[src/rtl/tb4004_pkg.sv]
// Shared 4004-style definitions: cycle phases, main opcodes, E_/F_ sub-codes
// and the two-cycle instruction test used by the execution control and ALU.
package tb4004_pkg;

  typedef enum logic [2:0] {
    A1 = 3'd0,
    A2 = 3'd1,
    A3 = 3'd2,
    M1 = 3'd3,
    M2 = 3'd4,
    X1 = 3'd5,
    X2 = 3'd6,
    X3 = 3'd7
  } cycle_state_t;

  localparam logic [3:0] OP_NOP = 4'h0;
  localparam logic [3:0] OP_JCN = 4'h1;
  localparam logic [3:0] OP_FIM = 4'h2;
  localparam logic [3:0] OP_FIN = 4'h3;
  localparam logic [3:0] OP_JUN = 4'h4;
  localparam logic [3:0] OP_JMS = 4'h5;
  localparam logic [3:0] OP_INC = 4'h6;
  localparam logic [3:0] OP_ISZ = 4'h7;
  localparam logic [3:0] OP_ADD = 4'h8;
  localparam logic [3:0] OP_SUB = 4'h9;
  localparam logic [3:0] OP_LD  = 4'hA;
  localparam logic [3:0] OP_XCH = 4'hB;
  localparam logic [3:0] OP_BBL = 4'hC;
  localparam logic [3:0] OP_LDM = 4'hD;
  localparam logic [3:0] OP_E   = 4'hE;
  localparam logic [3:0] OP_F   = 4'hF;

  // F_ (accumulator group) sub-codes; E and F are undefined
  localparam logic [3:0] F_CLB = 4'h0;
  localparam logic [3:0] F_CLC = 4'h1;
  localparam logic [3:0] F_IAC = 4'h2;
  localparam logic [3:0] F_CMC = 4'h3;
  localparam logic [3:0] F_CMA = 4'h4;
  localparam logic [3:0] F_RAL = 4'h5;
  localparam logic [3:0] F_RAR = 4'h6;
  localparam logic [3:0] F_TCC = 4'h7;
  localparam logic [3:0] F_DAC = 4'h8;
  localparam logic [3:0] F_TCS = 4'h9;
  localparam logic [3:0] F_STC = 4'hA;
  localparam logic [3:0] F_DAA = 4'hB;
  localparam logic [3:0] F_KBP = 4'hC;
  localparam logic [3:0] F_DCL = 4'hD;

  // E_ (I/O and RAM group) sub-codes
  localparam logic [3:0] E_WRM = 4'h0;
  localparam logic [3:0] E_WMP = 4'h1;
  localparam logic [3:0] E_WRR = 4'h2;
  localparam logic [3:0] E_WPM = 4'h3;
  localparam logic [3:0] E_WR0 = 4'h4;
  localparam logic [3:0] E_WR1 = 4'h5;
  localparam logic [3:0] E_WR2 = 4'h6;
  localparam logic [3:0] E_WR3 = 4'h7;
  localparam logic [3:0] E_SBM = 4'h8;
  localparam logic [3:0] E_RDM = 4'h9;
  localparam logic [3:0] E_RDR = 4'hA;
  localparam logic [3:0] E_ADM = 4'hB;
  localparam logic [3:0] E_RD0 = 4'hC;
  localparam logic [3:0] E_RD1 = 4'hD;
  localparam logic [3:0] E_RD2 = 4'hE;
  localparam logic [3:0] E_RD3 = 4'hF;

  // FIM/FIN share opcodes with SRC/JIN; only the even-OPA forms fetch a second word
  function automatic logic is_two_cycle(input logic [3:0] opr, input logic [3:0] opa);
    return (opr == OP_JCN) || (opr == OP_JUN) || (opr == OP_JMS) || (opr == OP_ISZ) ||
           (((opr == OP_FIM) || (opr == OP_FIN)) && !opa[0]);
  endfunction

endpackage

[src/rtl/exec_ctrl_if.sv]
// Bus between the execution control block and its surroundings: ROM nibble
// and run enable in, phase / decode / write-strobe information out.
interface exec_ctrl_if;
  import tb4004_pkg::*;

  logic         run;
  logic [3:0]   romNibble;
  cycle_state_t cycleState;
  logic         sync;
  logic [3:0]   aluOp;
  logic [3:0]   aluSubOp;
  logic [3:0]   opaOut;
  logic         secondCycle;
  logic [3:0]   addrOpr;
  logic [3:0]   addrOpa;
  logic         pcInc;
  logic         accWe;
  logic         carryWe;
  logic         regWe;

  modport master (
    output run, romNibble,
    input  cycleState, sync, aluOp, aluSubOp, opaOut, secondCycle,
    input  addrOpr, addrOpa, pcInc, accWe, carryWe, regWe
  );

  modport slave (
    input  run, romNibble,
    output cycleState, sync, aluOp, aluSubOp, opaOut, secondCycle,
    output addrOpr, addrOpa, pcInc, accWe, carryWe, regWe
  );
endinterface

[src/rtl/exec_decode.sv]
// Combinational instruction decode: two-cycle detection and write-enable
// qualifiers. The caller gates the enables with phase and run.
module exec_decode
  import tb4004_pkg::*;
(
  input  logic [3:0] i_opr,
  input  logic [3:0] i_opa,
  input  logic       i_second_cycle,
  output logic       o_two_cycle,
  output logic       o_acc_we,
  output logic       o_carry_we,
  output logic       o_reg_we
);

  // Decode the opcode pair; a second cycle only ever writes the ISZ register
  always_comb begin
    o_two_cycle = 1'b0;
    o_acc_we    = 1'b0;
    o_carry_we  = 1'b0;
    o_reg_we    = 1'b0;
    if (i_second_cycle) begin
      o_reg_we = (i_opr == OP_ISZ);
    end else begin
      o_two_cycle = is_two_cycle(i_opr, i_opa);
      unique case (i_opr)
        OP_ADD, OP_SUB: begin
          o_acc_we   = 1'b1;
          o_carry_we = 1'b1;
        end
        OP_LD, OP_LDM, OP_BBL: o_acc_we = 1'b1;
        OP_XCH: begin
          o_acc_we = 1'b1;
          o_reg_we = 1'b1;
        end
        OP_INC: o_reg_we = 1'b1;
        OP_E:   o_acc_we = (i_opa >= E_SBM);
        OP_F: begin
          // DCL only selects a RAM bank; E/F are undefined and write nothing
          o_acc_we   = (i_opa <= F_KBP);
          o_carry_we = (i_opa <= F_DAA) && (i_opa != F_CMA);
        end
        default: ;
      endcase
    end
  end

endmodule

[src/rtl/exec_ctrl.sv]
// Execution control: eight-phase machine-cycle sequencer, instruction word
// latches and single-clock write/step strobes.
//
// state | meaning
// A1-A3 | address out; PC steps in A3
// M1    | OPR (or second-word OPR) on ROM bus
// M2    | OPA (or second-word OPA) on ROM bus
// X1-X3 | execute; writes in X2, sync in X3
module exec_ctrl
  import tb4004_pkg::*;
(
  input  logic        clk,
  input  logic        rst_n,
  exec_ctrl_if.slave  bus
);

  cycle_state_t r_state;
  logic [3:0]   r_opr;
  logic [3:0]   r_opa;
  logic [3:0]   r_addr_opr;
  logic [3:0]   r_addr_opa;
  logic         r_second;
  logic         r_pend;

  logic [3:0]   w_dec_opa;
  logic         w_two_cycle;
  logic         w_acc_we;
  logic         w_carry_we;
  logic         w_reg_we;
  logic         w_x2_step;

  // During M2 the OPA is still on the bus, so the two-cycle test looks at it directly
  assign w_dec_opa = (r_state == M2) ? bus.romNibble : r_opa;

  exec_decode u_decode (
    .i_opr          (r_opr),
    .i_opa          (w_dec_opa),
    .i_second_cycle (r_second),
    .o_two_cycle    (w_two_cycle),
    .o_acc_we       (w_acc_we),
    .o_carry_we     (w_carry_we),
    .o_reg_we       (w_reg_we)
  );

  // Phase sequencer and word latches; everything freezes while run is low
  always_ff @(posedge clk or negedge rst_n) begin
    if (!rst_n) begin
      r_state    <= A1;
      r_opr      <= OP_NOP;
      r_opa      <= 4'h0;
      r_addr_opr <= 4'h0;
      r_addr_opa <= 4'h0;
      r_second   <= 1'b0;
      r_pend     <= 1'b0;
    end else if (bus.run) begin
      unique case (r_state)
        A1: r_state <= A2;
        A2: r_state <= A3;
        A3: r_state <= M1;
        M1: begin
          r_state <= M2;
          if (r_second) r_addr_opr <= bus.romNibble;
          else          r_opr      <= bus.romNibble;
        end
        M2: begin
          r_state <= X1;
          r_pend  <= w_two_cycle;
          if (r_second) r_addr_opa <= bus.romNibble;
          else          r_opa      <= bus.romNibble;
        end
        X1: r_state <= X2;
        X2: r_state <= X3;
        X3: begin
          r_state  <= A1;
          r_second <= r_pend;
          r_pend   <= 1'b0;
        end
        default: r_state <= A1;
      endcase
    end
  end

  // Strobes combine registered phase with the live run so a stalled phase fires
  // exactly once, on the clock it is finally allowed to complete
  assign w_x2_step = bus.run && (r_state == X2);

  assign bus.cycleState  = r_state;
  assign bus.sync        = (r_state == X3);
  assign bus.aluOp       = (!r_second && (r_state inside {X1, X2, X3})) ? r_opr : OP_NOP;
  assign bus.aluSubOp    = r_opa;
  assign bus.opaOut      = r_opa;
  assign bus.secondCycle = r_second;
  assign bus.addrOpr     = r_addr_opr;
  assign bus.addrOpa     = r_addr_opa;
  assign bus.pcInc       = bus.run && (r_state == A3);
  assign bus.accWe       = w_x2_step && w_acc_we;
  assign bus.carryWe     = w_x2_step && w_carry_we;
  assign bus.regWe       = w_x2_step && w_reg_we;

endmodule

[src/flat_wrapper.sv]
// flat-port wrapper written by rule: the top's interface ports become plain ports
module exec_ctrl_flat import tb4004_pkg::*;
  (clk, rst_n, bus_run, bus_romNibble, bus_cycleState, bus_sync, bus_aluOp, bus_aluSubOp, bus_opaOut, bus_secondCycle, bus_addrOpr, bus_addrOpa, bus_pcInc, bus_accWe, bus_carryWe, bus_regWe);
  exec_ctrl_if bus_i ();
  input  logic clk;
  input  logic rst_n;
  input wire logic [$bits(bus_i.run)-1:0] bus_run;
  input wire logic [$bits(bus_i.romNibble)-1:0] bus_romNibble;
  output wire logic [$bits(bus_i.cycleState)-1:0] bus_cycleState;
  output wire logic [$bits(bus_i.sync)-1:0] bus_sync;
  output wire logic [$bits(bus_i.aluOp)-1:0] bus_aluOp;
  output wire logic [$bits(bus_i.aluSubOp)-1:0] bus_aluSubOp;
  output wire logic [$bits(bus_i.opaOut)-1:0] bus_opaOut;
  output wire logic [$bits(bus_i.secondCycle)-1:0] bus_secondCycle;
  output wire logic [$bits(bus_i.addrOpr)-1:0] bus_addrOpr;
  output wire logic [$bits(bus_i.addrOpa)-1:0] bus_addrOpa;
  output wire logic [$bits(bus_i.pcInc)-1:0] bus_pcInc;
  output wire logic [$bits(bus_i.accWe)-1:0] bus_accWe;
  output wire logic [$bits(bus_i.carryWe)-1:0] bus_carryWe;
  output wire logic [$bits(bus_i.regWe)-1:0] bus_regWe;
  assign bus_i.run = bus_run;
  assign bus_i.romNibble = bus_romNibble;
  assign bus_cycleState = bus_i.cycleState;
  assign bus_sync = bus_i.sync;
  assign bus_aluOp = bus_i.aluOp;
  assign bus_aluSubOp = bus_i.aluSubOp;
  assign bus_opaOut = bus_i.opaOut;
  assign bus_secondCycle = bus_i.secondCycle;
  assign bus_addrOpr = bus_i.addrOpr;
  assign bus_addrOpa = bus_i.addrOpa;
  assign bus_pcInc = bus_i.pcInc;
  assign bus_accWe = bus_i.accWe;
  assign bus_carryWe = bus_i.carryWe;
  assign bus_regWe = bus_i.regWe;
  exec_ctrl u_core (.clk(clk), .rst_n(rst_n), .bus(bus_i));
endmodule
[config.mk]
export PLATFORM = sky130hd
export DESIGN_NAME = exec_ctrl_flat
export DESIGN_NICKNAME = d
export VERILOG_FILES = /design/src/rtl/tb4004_pkg.sv /design/src/rtl/exec_ctrl_if.sv /design/src/rtl/exec_decode.sv /design/src/rtl/exec_ctrl.sv /design/src/flat_wrapper.sv
export SDC_FILE = /design/constraint.sdc
export NUM_CORES = 1
export LEC_CHECK = 0
export ABC_CLOCK_PERIOD_IN_PS = 2100
export CAP_MARGIN = 20
export CORE_MARGIN = 3
export CORE_UTILIZATION = 41
export DETAILED_ROUTE_END_ITERATION = 6
export PLACE_DENSITY = 0.74
export SLEW_MARGIN = 30
export SYNTH_ARGS = -nofsm -noshare
export SYNTH_HDL_FRONTEND = slang
export SYNTH_HIERARCHICAL = 1
export SYNTH_SLANG_ARGS = --single-unit
export TNS_END_PERCENT = 1
[constraint.sdc]
create_clock -name clk -period 2.1 [get_ports clk]
set_input_delay 0.21 -clock clk [delete_from_list [all_inputs] [get_ports clk]]
set_output_delay 0.21 -clock clk [all_outputs]
set_load 0.01 [all_outputs]
==> impl_metrics.ini <==
[clock_network]
worstSkewPairLatency_ns = 0.30
cts_sinks = 21
tritoncts = done
cts_made_buffers = 3
clk_transition_reported_paths_ns = 0.12
clock_tree.htree_level_count = 1
clock_tree.buffer_depth = 2
clockRootBuffer = sky130_fd_sc_hd__clkbuf_4

[global_route]
global_route.usage.total_pct = 17.20
grt_first_pass_wirelength_um = 4754
largest_net_degree_at_the_start_of_global_routing = 22
grt.overflow.total = 0
initial_antenna_violation_count = 0
first_global_vias = 1032

[synthesis]
synth.yosys.seq_area_share_pct = 44.82
ys_top_cells_by_count = sky130_fd_sc_hd__dfrtp_1 (21), sky130_fd_sc_hd__mux2_2 (16), sky130_fd_sc_hd__inv_1 (7), sky130_fd_sc_hd__nand2_1 (7), sky130_fd_sc_hd__nor2_1 (7)
synth_warnings = 6
async_flop_share_pct = 100.0
postSynth.topFlopCell = sky130_fd_sc_hd__dfrtp_1
syn_area_per_cell_um2 = 11.17
most_area_hungry_cell_type_in_the_yosys_netlist = sky130_fd_sc_hd__dfrtp_1
synth_edf_count = 0
netlist_top_cells_area = sky130_fd_sc_hd__dfrtp_1 (45%), sky130_fd_sc_hd__mux2_2 (15%), sky130_fd_sc_hd__mux2_4 (5.1%)
syn-num-nets = 112
summed_instance_area_of_the_synthesized_netlist_um2 = 1172
synth_top_area_share_pct = 44.82
synth-seq-cells = 21
yosys.cell_types.count = 32
synth_most_common_cell = sky130_fd_sc_hd__dfrtp_1
synthCells = 105

[drt]
routed-via-count = 956
post_drt_wl_per_cell_um = 15.31
wirelength_um = 2756
post-route-drc-count = 0
detail-route-antenna-nets = 0
firstDrtPassIters = 4
drt-initial-drc-count = 20
avgViaCountPerCell = 5.311

[placed_design]
dp_hpwl_um = 2085
post_dp_cell_area_um2 = 1588
number_of_port_buffers = 35
routabilityCongestion = 0.7785

[cells_and_area]
final_antenna_diode_count = 0
nFillCells = 225
layout.core_utilization_pct = 64.20
layout-area-overhead-vs-synth_pct = 41.84
stdcell_area_um2 = 1663
drive_above_1_share_pct = 31.33
final_net_count = 158

[sta]
worst_slew_margin_rel_pct = 75.57
finalCriticalPeriod_ns = 2.275
final_max_slew_viol_count = 0
final_min_period_over_clock_period_pct = 108.3
max_freq_mhz = 439.6
final-hold-violation-count = 0
tightest_slew_ns = 0.3645
setup-tns-final_ns = -0.3474
hold_ws_ns = 0.2396
timing.final.ws_setup_ns = -0.1747
grt_setup_unrepaired = true
setup-violations-final = 2
fin_skew_ns = 0.001194

[power]
power.density_nw_per_um2 = 1483
vdd_ir_drop_max_mv = 0.7910
power_leakage_nw = 0.8175
power_total_mw = 2.466

[die]
core_area_um2 = 2590
die_area_um2 = 3537
initial_core_util_pct = 45.27
chipWidth_um = 59.48
row_count = 18
design.portCount = 36
die_height_um = 59.48

[setup_path]
crit_arrival_ns = 2.06
critical_path.endpoint_type = output pin
critPathRequiredTime_ns = 1.89
crit-reg2reg-launch = u_core/bus.cycleState[1]
critPathLaunchType = flop
critical_path.reg2reg.endpoint = u_core/r_pend
r2r_setup_slack_ns = 0.12
setup_cp_type = flop to output pin
crit_end = bus_accWe
worstSetupStartpoint = u_core/bus.cycleState[1]
worst-r2r-cell-count = 9
worstPathMaxFanout = 3

[status]
status = finished, violations left
failed_checks = negative setup slack

[job]
maxCapViolations = 0

[hold_path]
min_path_type = input pin to async pin
## cells by family (layout without fill, tap and decap cells)
group	count (synthesis)	count (layout)	synth area share (%)
AO/OA/AOI/OAI	13	13	8.218
multiplexers	20	20	20.49
XOR/XNOR	3	3	2.242
AND/OR/NAND/NOR	34	34	17.40
buffers and inverters	14	59	6.831
flip-flops	21	21	44.82
## how the worst min path moves through the flow
stage	start	end	slack (ns)	cells past startpoint
finish	rst_n	u_core/bus.addrOpr[2]	0.24	2
global route	rst_n	u_core/bus.addrOpr[2]	0.28	2
CTS	rst_n	u_core/bus.addrOpr[1]	0.24	2
detailed placement	u_core/bus.addrOpa[0]	u_core/bus.addrOpa[0]	0.49	1
global placement	u_core/bus.addrOpa[3]	u_core/bus.addrOpa[3]	0.49	1
floorplan	rst_n	u_core/bus.addrOpa[0]	-0.09	0
## stage by stage
step	setup WS (ns)	std cells
CTS	-0.1672	180
floorplan	0.03948	105
global route	-0.2953	180
detailed placement	-0.3468	173
global placement	-0.2656	173
finish	-0.1747	180
## final cells by class
class / count / area [um2] / share of cell area [%]
clock buffers: 3 / 22.52 / 1.354
inverters: 7 / 26.28 / 1.580
flip-flops and latches: 21 / 525.5 / 31.60
well taps: 30 / 37.54 / 2.257
clock inverters: 1 / 5.005 / 0.3010
multi-input cells: 70 / 593.1 / 35.67
repair buffers: 48 / 452.9 / 27.24
## metal layers
layer  track usage, %  vias up  wire length [um]
met1            22.52      481              1255
met4            2.265        0                 0
met2            30.73       23              1360
met3            2.179        0               139
li1                 -      452                 -
met5                0        -                 0
## worst max-delay path: stages, from the launching register on
cell and delay [ns]:
sky130_fd_sc_hd__dfrtp_1 0.43, sky130_fd_sc_hd__nor3b_4 0.23, sky130_fd_sc_hd__buf_6 0.14, sky130_fd_sc_hd__mux2_4 0.30, sky130_fd_sc_hd__o2111ai_2 0.18, sky130_fd_sc_hd__o21ai_1 0.10, sky130_fd_sc_hd__a31oi_1 0.13, sky130_fd_sc_hd__and2_1 0.13
sky130_fd_sc_hd__buf_2 0.12
## flip-flops by register name, summed over array words and instances (netlist names)
register / count
u_core/bus.addrOpr: 4
u_core/bus.addrOpa: 4
u_core/r_pend: 1
u_core/r_opr: 4
u_core/bus.secondCycle: 1
u_core/bus.aluSubOp: 4
u_core/bus.cycleState: 3
## power by group
group,internal [mW],leakage (nW),switching [mW]
clock,0.0709,0.0177,0.126
sequential,0.601,0.256,0.209
combinational,0.855,0.544,0.604
## placed cells by master, fill, tap and decap left out, drive strengths merged, types with 2 or more instances in the layout
master / instances
nor3: 5
nand2: 7
xnor2: 2
dlymetal6s2s: 5
clkdlybuf4s50: 27
nand2b: 2
inv: 7
and2: 4
nor2: 7
o21ai: 5
nor3b: 3
mux2: 20
clkbuf: 3
buf: 15
o211ai: 2
dfrtp: 21
## repair_timing
action,CTS,global route
buffers inserted,3,0
endpoints found under the setup margin,3,8
gates resized for setup,17,6
pin swaps,4,3
hold buffers,0,0
No activity file was read; power rests on OpenSTA's default activity.
